===== config.mk =====
export PLATFORM = sky130hd
export DESIGN_NAME = key_entry_sequencer
export DESIGN_NICKNAME = d
export VERILOG_FILES = /design/src/rtl/key_entry_sequencer.sv
export SDC_FILE = /design/constraint.sdc
export NUM_CORES = 1
export LEC_CHECK = 0
export BUFFER_PORTS_ARGS = -buffer_cell sky130_fd_sc_hd__buf_2
export CORE_MARGIN = 1.5
export CORE_UTILIZATION = 45
export DETAILED_ROUTE_END_ITERATION = 12
export HOLD_SLACK_MARGIN = 0.02
export PLACE_DENSITY = 0.66
export SLEW_MARGIN = 10
export SYNTH_ARGS = -nofsm -noshare
export SYNTH_HDL_FRONTEND = slang
export SYNTH_SLANG_ARGS = --single-unit

===== constraint.sdc =====
create_clock -name CLK -period 2.3 [get_ports CLK]
set_clock_uncertainty 0.2 [all_clocks]
set_input_delay 0 -clock CLK [delete_from_list [all_inputs] [get_ports CLK]]
set_output_delay 0 -clock CLK [all_outputs]
set_load 0.02 [all_outputs]

===== src/rtl/key_entry_sequencer.sv =====
// Lock front end: synchronises and debounces three buttons, then sequences 4-digit
// code entry and issues single-cycle SAVE/CHECK strobes (or a timeout strobe).
module key_entry_sequencer #(
   parameter int DEB_CYCLES     = 16,
   parameter int TIMEOUT_CYCLES = 1000000
) (
   input  logic        CLK,
   input  logic        RST,
   input  logic [2:0]  SW,
   input  logic        BTN_NEXT,
   input  logic        BTN_SAVE,
   input  logic        BTN_CHECK,
   output logic [11:0] CODE,
   output logic [2:0]  IDX,
   output logic        FULL,
   output logic        SAVE_P,
   output logic        CHECK_P,
   output logic        TO_P
);
   localparam int NB = 3;
   localparam int DW = $clog2(DEB_CYCLES + 1);
   localparam int TW = $clog2(TIMEOUT_CYCLES + 1);

   typedef enum logic [1:0] {S_IDLE, S_ENTRY, S_FULL} state_t;

   logic [NB-1:0]         raw;
   logic [NB-1:0]         sync1_q, sync2_q, acc_q, acc_prev_q, pulse;
   logic [NB-1:0][DW-1:0] deb_cnt_q;
   logic                  nxt_p, sav_p, chk_p, any_p, expire;

   assign raw = {BTN_CHECK, BTN_SAVE, BTN_NEXT};

   // Bit order of every per-button vector: [0]=NEXT, [1]=SAVE, [2]=CHECK
   always_ff @(posedge CLK) begin
      if (RST) begin
         sync1_q    <= '0;
         sync2_q    <= '0;
         acc_q      <= '0;
         acc_prev_q <= '0;
         deb_cnt_q  <= '0;
      end else begin
         sync1_q    <= raw;
         sync2_q    <= sync1_q;
         acc_prev_q <= acc_q;
         for (int b = 0; b < NB; b++) begin
            if (sync2_q[b] == acc_q[b]) begin
               deb_cnt_q[b] <= '0;
            end else if (deb_cnt_q[b] == DW'(DEB_CYCLES - 1)) begin
               acc_q[b]     <= sync2_q[b];
               deb_cnt_q[b] <= '0;
            end else begin
               deb_cnt_q[b] <= deb_cnt_q[b] + DW'(1);
            end
         end
      end
   end

   assign pulse = acc_q & ~acc_prev_q;
   assign nxt_p = pulse[0];
   assign sav_p = pulse[1];
   assign chk_p = pulse[2];
   assign any_p = |pulse;

   state_t         state_q, state_d;
   logic [11:0]    code_q, code_d;
   logic [2:0]     idx_q, idx_d;
   logic [TW-1:0]  tmr_q, tmr_d;
   logic           save_q, save_d, check_q, check_d, to_q, to_d;

   // A button pulse in the expiry cycle cancels the timeout
   assign expire = (state_q != S_IDLE) && (tmr_q == TW'(TIMEOUT_CYCLES - 1)) && !any_p;

   always_comb begin
      state_d = state_q;
      code_d  = code_q;
      idx_d   = idx_q;
      save_d  = 1'b0;
      check_d = 1'b0;
      to_d    = 1'b0;
      tmr_d   = (state_q == S_IDLE || any_p) ? '0 : tmr_q + TW'(1);
      case (state_q)
         S_IDLE: begin
            if (nxt_p) begin
               code_d  = {SW, 9'b0};
               idx_d   = 3'd1;
               state_d = S_ENTRY;
            end
         end
         S_ENTRY: begin
            if (nxt_p) begin
               case (idx_q)
                  3'd1:    code_d[8:6] = SW;
                  3'd2:    code_d[5:3] = SW;
                  default: code_d[2:0] = SW;
               endcase
               idx_d = idx_q + 3'd1;
               if (idx_q == 3'd3) state_d = S_FULL;
            end else if (expire) begin
               code_d  = '0;
               idx_d   = '0;
               to_d    = 1'b1;
               state_d = S_IDLE;
            end
         end
         S_FULL: begin
            if (sav_p) begin
               save_d  = 1'b1;
               idx_d   = '0;
               state_d = S_IDLE;
            end else if (chk_p) begin
               check_d = 1'b1;
               idx_d   = '0;
               state_d = S_IDLE;
            end else if (expire) begin
               code_d  = '0;
               idx_d   = '0;
               to_d    = 1'b1;
               state_d = S_IDLE;
            end
         end
         default: begin
            state_d = S_IDLE;
            idx_d   = '0;
         end
      endcase
   end

   always_ff @(posedge CLK) begin
      if (RST) begin
         state_q <= S_IDLE;
         code_q  <= '0;
         idx_q   <= '0;
         tmr_q   <= '0;
         save_q  <= 1'b0;
         check_q <= 1'b0;
         to_q    <= 1'b0;
      end else begin
         state_q <= state_d;
         code_q  <= code_d;
         idx_q   <= idx_d;
         tmr_q   <= tmr_d;
         save_q  <= save_d;
         check_q <= check_d;
         to_q    <= to_d;
      end
   end

   assign CODE    = code_q;
   assign IDX     = idx_q;
   assign FULL    = (state_q == S_FULL);
   assign SAVE_P  = save_q;
   assign CHECK_P = check_q;
   assign TO_P    = to_q;
endmodule

==> out/metrics.yaml, run 1 <==
initial_utilization_pct: 46.1
synth_top_family_by_area: "simple AND/OR/NAND/NOR gates"
synth_top_cell_by_area: "dfxtp_1"
cp-end-kind: "register"
grt_use_met2_pct: 25.5
synth_commonest_cells: "dfxtp_1 (67), nor2_1 (56), a21oi_1 (19), xor2_1 (16)"
grt_use_met1_pct: 23.1
diodes: 0
cts_tree: "done"
busiest_layer: "met2"
clockBufferDepth: 2
synth_xor_xnor_area_share_pct: 8.18
core_um2: 6280
power_density_nw_per_um2: 710
synth_area_per_cell_um2: 9.18
antenna_found_initial: 0
startpoint: "state_q[0]"
cp_data_required_time_ns: 2.34
yosysMostFrequentCell: "dfxtp_1"
yosys_warnings: 0
met3_usage_pct: 4.37
arrival_ns: 2.21
hold_viol: 0
gp_congestion: 0.907
synth.distinct_cells: 41
status: "finished clean"
nNetsFinal: 385
htreeDepth: 3
synth-adder-area-share_pct: 6.49
yosysTopAreaCellShare_pct: 46.4
insertion_delay_ns: 0.35
grt-ovfl-total: 0
cts_root_buf: "clkbuf_8"
ys_top_cells_by_area: "dfxtp_1 (46%), nor2_1 (7.3%), ha_1 (6.5%), xor2_1 (4.8%), xnor2_1 (3.3%)"
r2r_slack_ns: 0.13
crit_type: "register to register"
fmax_mhz: 461
rows: 29
timing.final.crit_share_pct: 94.2
finalWirelength_mm: 5.59
cp-start-kind: "register"
regArea_um2: 1340
dp_hpwl_mm: 3.79
syn-num-nets: 338
fp.dieW_um: 83.2
drv_slew: 0
p_leak_nw: 1.32
setup_viol: 0
ys_ff_latch: 67
routed_via_density: 5.16
r2r_cells: 6
ios: 27
fill_cells: 573
drc: 0
clk_pin_slew_worst_paths_ns: 0.08
crit_path_max_fanout: 9
muxShareOfSynthArea_pct: 1.04
yosys.area_share.simple_pct: 23.6
syn_to_final_growth_pct: 20.5
io_buffer_count: 26
finalSetupTns_ns: 0
reg2reg_from: "state_q[0]"
grt_usage_pct: 17.3
drv_cap: 0
synth-compound-area-share_pct: 10.5
grt_pass1_vias: 2137
r2r-end: "CODE[10]"
tightest_slew_ns: 0.630
synth_edf_count: 0
synth-seq-area-share_pct: 46.4
holdWs_ns: 0.242
drt_iter0_markers: 139
relSlewSlack_pct: 58.0
ys.flop_type: "dfxtp_1"
drive_above_1_share_pct: 17.2
num_vias: 2290
min_path_type: "register to register"
ir_drop_mv: 0.493
p_total_mw: 2.47
firstDrtPassIters: 7
synthArstFlopShare_pct: 0
cts_buffers: 9
fin_crit_ns: 2.17
die_area_um2: 6920
critPathCapture: "CODE[10]"
grt_max_degree: 36
die_h_um: 83.2
rsz0062_at_grt: "no"
multiInputGateArea_um2: 1470
grt_pass1_wl_mm: 9.63
clock_sinks: 67
syn_area_um2: 2890
syn_inst: 315
ant_nets: 0
avgRoutedWirePerCell_um: 12.6
[sequential cells by signal (all words and copies together) (netlist names)]
| register | flops |
|---|---|
| CHECK_P | 1 |
| CODE | 12 |
| IDX | 3 |
| SAVE_P | 1 |
| TO_P | 1 |
| acc_prev_q | 3 |
| acc_q | 3 |
| deb_cnt_q | 15 |
| state_q | 2 |
| sync1_q | 3 |
| sync2_q | 3 |
| tmr_q | 20 |
[per-stage QoR]
step	utilization [%]	worst slack, ns	instance area [um2]	cells
after floorplan	-	0.0607	2890	315
final	55.5	0.133	3480	444
after global placement	49.8	0.0495	3130	418
after CTS	55.4	0.0112	3470	444
after global routing	55.5	0.00516	3480	444
after detailed placement	49.8	-0.0205	3130	418
[cells in the final DEF (no fill, tap or decap), drive strengths merged, types with 2 or more instances in the layout]
cell type	count
a21oi	19
or2b	2
nor3b	2
nand2	8
nand2b	5
nor2	56
inv	18
buf	34
a22o	3
or4	2
o211ai	3
mux2i	3
and3	9
bufinv	2
dlygate4sd3	10
nand3	13
a31oi	3
ha	15
xor2	16
or3	3
a211oi	11
clkbuf	10
nor2b	10
o21ai	2
xnor2	11
dfxtp	67
nand4	6
nor4	3
nor3	10
[final cells by class]
| cell class | count | share of cell area [%] |
|---|---|---|
| inverters | 15 | 1.62 |
| clock inverters | 6 | 2.73 |
| repair buffers | 44 | 8.33 |
| flip-flops and latches | 67 | 38.5 |
| clock buffers | 10 | 3.95 |
| multi-input cells | 225 | 42.1 |
| well taps | 77 | 2.76 |
[how the worst min path moves through the flow]
stage	from	to	slack, ns	depth (start not counted)
global placement	BTN_CHECK	sync1_q[2]	0.02	2
CTS	SW[0]	CODE[9]	0.23	3
finish	sync1_q[0]	sync2_q[0]	0.24	1
detailed placement	BTN_CHECK	sync1_q[2]	0.02	2
floorplan	SW[1]	CODE[10]	-0.07	1
global route	SW[0]	CODE[9]	0.26	3
[what timing repair did]
action | CTS | global route
setup endpoints to repair | 4 | 13
resized for setup | 3 | 3
hold buffers | 10 | 0
pin swaps | 0 | 1
buffers inserted | 0 | 0
hold endpoints to repair | 26 | 0
[routing by layer]
layer  wire length, um  share of wire (%)  vias up
li1                  -                  -     1183
met1              2680                 48     1055
met2              2580                 46       40
met3               198                3.5       12
met4               133                2.4        0
met5                 0                  0        -
[where the power goes]
| group | leakage, nW | internal, mW | switching (mW) | total, mW |
|---|---|---|---|---|
| clock network | 0.118 | 0.653 | 0.486 | 1.14 |
| logic | 0.657 | 0.0632 | 0.0899 | 0.153 |
| registers | 0.541 | 1.17 | 0.00879 | 1.18 |
[critical path, stage by stage, from the launching register on]
cell	delay, ns
dfxtp_1	0.38
inv_1	0.08
ha_1	0.24
nand4b_1	0.22
or4_4	0.53
o2bb2ai_2	0.17
a22o_1	0.25
[kinds of logic (layout without fill, tap and decap cells)]
logic type               Yosys count  in the layout
XOR/XNOR                          27             27
AND/OR/NAND/NOR                  134            134
flip-flops                        67             67
multiplexers                       3              3
buffers and inverters             23             75
adder cells (fa/ha/maj)           15             15
AO/OA/AOI/OAI                     46             46
(Power assumes the default switching activity.)
==> inputs of run 2 (changes only) <==
BUFFER_PORTS_ARGS = -buffer_cell sky130_fd_sc_hd__clkbuf_2   (was -buffer_cell sky130_fd_sc_hd__buf_2)
==> out/metrics.yaml, run 2 (same netlist as run 1, synthesis figures left out) <==
ir_drop_mv: 0.424  # -14%
cp-start-kind: "register"
grt_usage_pct: 16.4  # -0.93 points
antenna_found_initial: 0  # unchanged
power_density_nw_per_um2: 656  # -7.7%
finalSetupTns_ns: 0  # unchanged
finalWirelength_mm: 5.56  # -0.55%
fill_cells: 578  # +0.87%
pwr-share-seq_pct: 52.9  # +5.1 points
final_common_cell: "dfxtp_1"
gp_congestion: 0.889  # -2.0%
die_h_um: 83.2  # unchanged
holdWs_ns: 0.227  # -0.0152 ns
clk_pin_slew_worst_paths_ns: 0.07  # about the same
io_buffer_count: 26  # unchanged
num_vias: 2278  # -0.52%
critPathCapture: "CODE[9]"
rsz0062_at_grt: "no"
hold_viol: 0  # unchanged
dp_cells: 418  # unchanged
arrival_ns: 2.22  # about the same
drive_above_1_share_pct: 17.3  # +0.14 points
path_cells: "or2b_2 -> a21boi_0 -> nor3_1 -> nor3b_2 -> a22o_1"
crit_type: "register to register"
nNetsFinal: 382  # -0.78%
ios: 27  # unchanged
p_leak_nw: 1.25  # -4.8%
initial_utilization_pct: 46.1  # unchanged
dp_hpwl_mm: 3.83  # +1.0%
rows: 29  # unchanged
cts_buffers: 9  # unchanged
p_total_mw: 2.24  # -9.6%
clock_sinks: 67  # unchanged
drv_slew: 0  # unchanged
fp.dieW_um: 83.2  # unchanged
tightest_slew_ns: 0.675  # +0.0454 ns
avgRoutedWirePerCell_um: 12.6  # +0.12%
grt_pass1_wl_mm: 9.36  # -2.7%
fin_crit_ns: 2.20  # +0.0286 ns
clkPwrFrac_pct: 40.5  # -5.6 points
r2r-end: "CODE[9]"
grt-ovfl-total: 0  # unchanged
cts_root_buf: "clkbuf_8"
p_switching_mw: 0.552  # -5.6%
die_area_um2: 6920  # unchanged
htreeDepth: 3  # unchanged
cts_tree: "done"
routed_via_density: 5.17  # +0.15%
min-delay-start: "BTN_SAVE"
fmax_mhz: 455  # -1.3%
status: "finished clean"
top_register: "tmr_q"
critPathSlowestCell: "a21boi_0"
post_cts.repair.setup_buffers: 0  # unchanged
crit_path_max_fanout: 6  # -3
p_int_mw: 1.68  # -11%
syn_to_final_growth_pct: 17.9
core_um2: 6280  # unchanged
drt_iter0_markers: 106  # -24%
setup_viol: 0  # unchanged
stdcell_count: 441  # -0.68%
drv_cap: 0  # unchanged
cp_data_required_time_ns: 2.33  # about the same
r2r_slack_ns: 0.10  # -0.03 ns
grt_max_degree: 21  # -42%
reg2reg_from: "acc_q[1]"
swShare_pct: 24.7  # +1.1 points
r2r_cells: 5  # -1
firstDrtPassIters: 4  # -3
relSlewSlack_pct: 54.6  # -3.4 points
diodes: 0  # unchanged
ant_nets: 0  # unchanged
grt_pass1_vias: 2115  # -1.0%
clockBufferDepth: 2  # unchanged
layout_common_cells: "dfxtp_1 (67), nor2_1 (56), clkbuf_2 (26)"
finalWorstSetupSlack_ns: 0.104  # -0.0286 ns
dpl_worst_slack_ns: 0.0258  # +0.0463 ns
timing.final.crit_share_pct: 95.5  # +1.2 points
min_path_type: "input port to register"
drc: 0  # unchanged
startpoint: "acc_q[1]"
cp-end-kind: "register"
insertion_delay_ns: 0.33  # -0.02 ns
p_comb_share_pct: 6.6  # +0.4 points
largest_reg_flops: 20  # unchanged
critical_path.max_stage_delay_ns: 0.58  # +0.05 ns
## run 2: changes by cell type in the layout (fill, tap and decap cells not counted), sizes merged
cell         change
buf             -26
bufinv           -2
clkbuf          +27
clkinvlp         +3
dlygate4sd3      -3
inv              -2
## run 2: routing by layer
metal	global-route usage [%]	vias to the layer above	part of all wire, %
li1	-	1177	-
met1	22.8	1047	50
met2	24.9	49	45
met3	3.28	5	4.2
met4	6.82	0	0.90
met5	0	-	0
## run 2: stage by stage
step	cell area, um2	util [%]
finish	3410	54.3
global route	3410	54.3
CTS	3380	53.9
detailed placement	3130	49.8
global placement	3130	49.8
floorplan	2890	-
## run 2: power by group through the flow
stage               logic (mW)  registers, mW  clock network [mW]
finish                   0.149           1.18               0.905
global route             0.163           1.18               0.979
detailed placement       0.130           1.21                   0
CTS                      0.140           1.18               0.931
floorplan               0.0926           1.21                   0
global placement         0.129           1.21                   0
## run 2: worst min-delay path by stage
stage          slack, ns    endpoint  depth (start not counted)
2_1_floorplan      -0.07    CODE[10]                          1
3_3_place_gp        0.02  sync1_q[2]                          2
3_5_place_dp        0.03  sync1_q[2]                          2
4_1_cts             0.22  sync1_q[1]                          3
5_1_grt             0.25  sync2_q[0]                          1
6_report            0.23  sync1_q[1]                          3
## run 2: what timing repair did
action,in CTS,in global routing
hold buffers,7,0
endpoints found under the hold margin,17,0
setup endpoints to repair,0,13
gates resized for setup,0,5
## run 2: critical path: cells and delay by family (launching register included)
| family | cells | cell delay [ns] |
|---|---|---|
| AO/OA/AOI/OAI | 2 | 0.77 |
| flip-flops | 1 | 0.38 |
| AND/OR/NAND/NOR | 3 | 0.75 |
## run 2: layout make-up
| type | count | area, um2 | area share (%) |
|---|---|---|---|
| flip-flops and latches | 67 | 1340 | 39.3 |
| multi-input cells | 225 | 1470 | 43.0 |
| clock buffers | 11 | 151 | 4.44 |
| repair buffers | 41 | 260 | 7.63 |
| clock inverters | 5 | 36.3 | 1.06 |
| well taps | 77 | 96.3 | 2.83 |
| inverters | 15 | 56.3 | 1.65 |
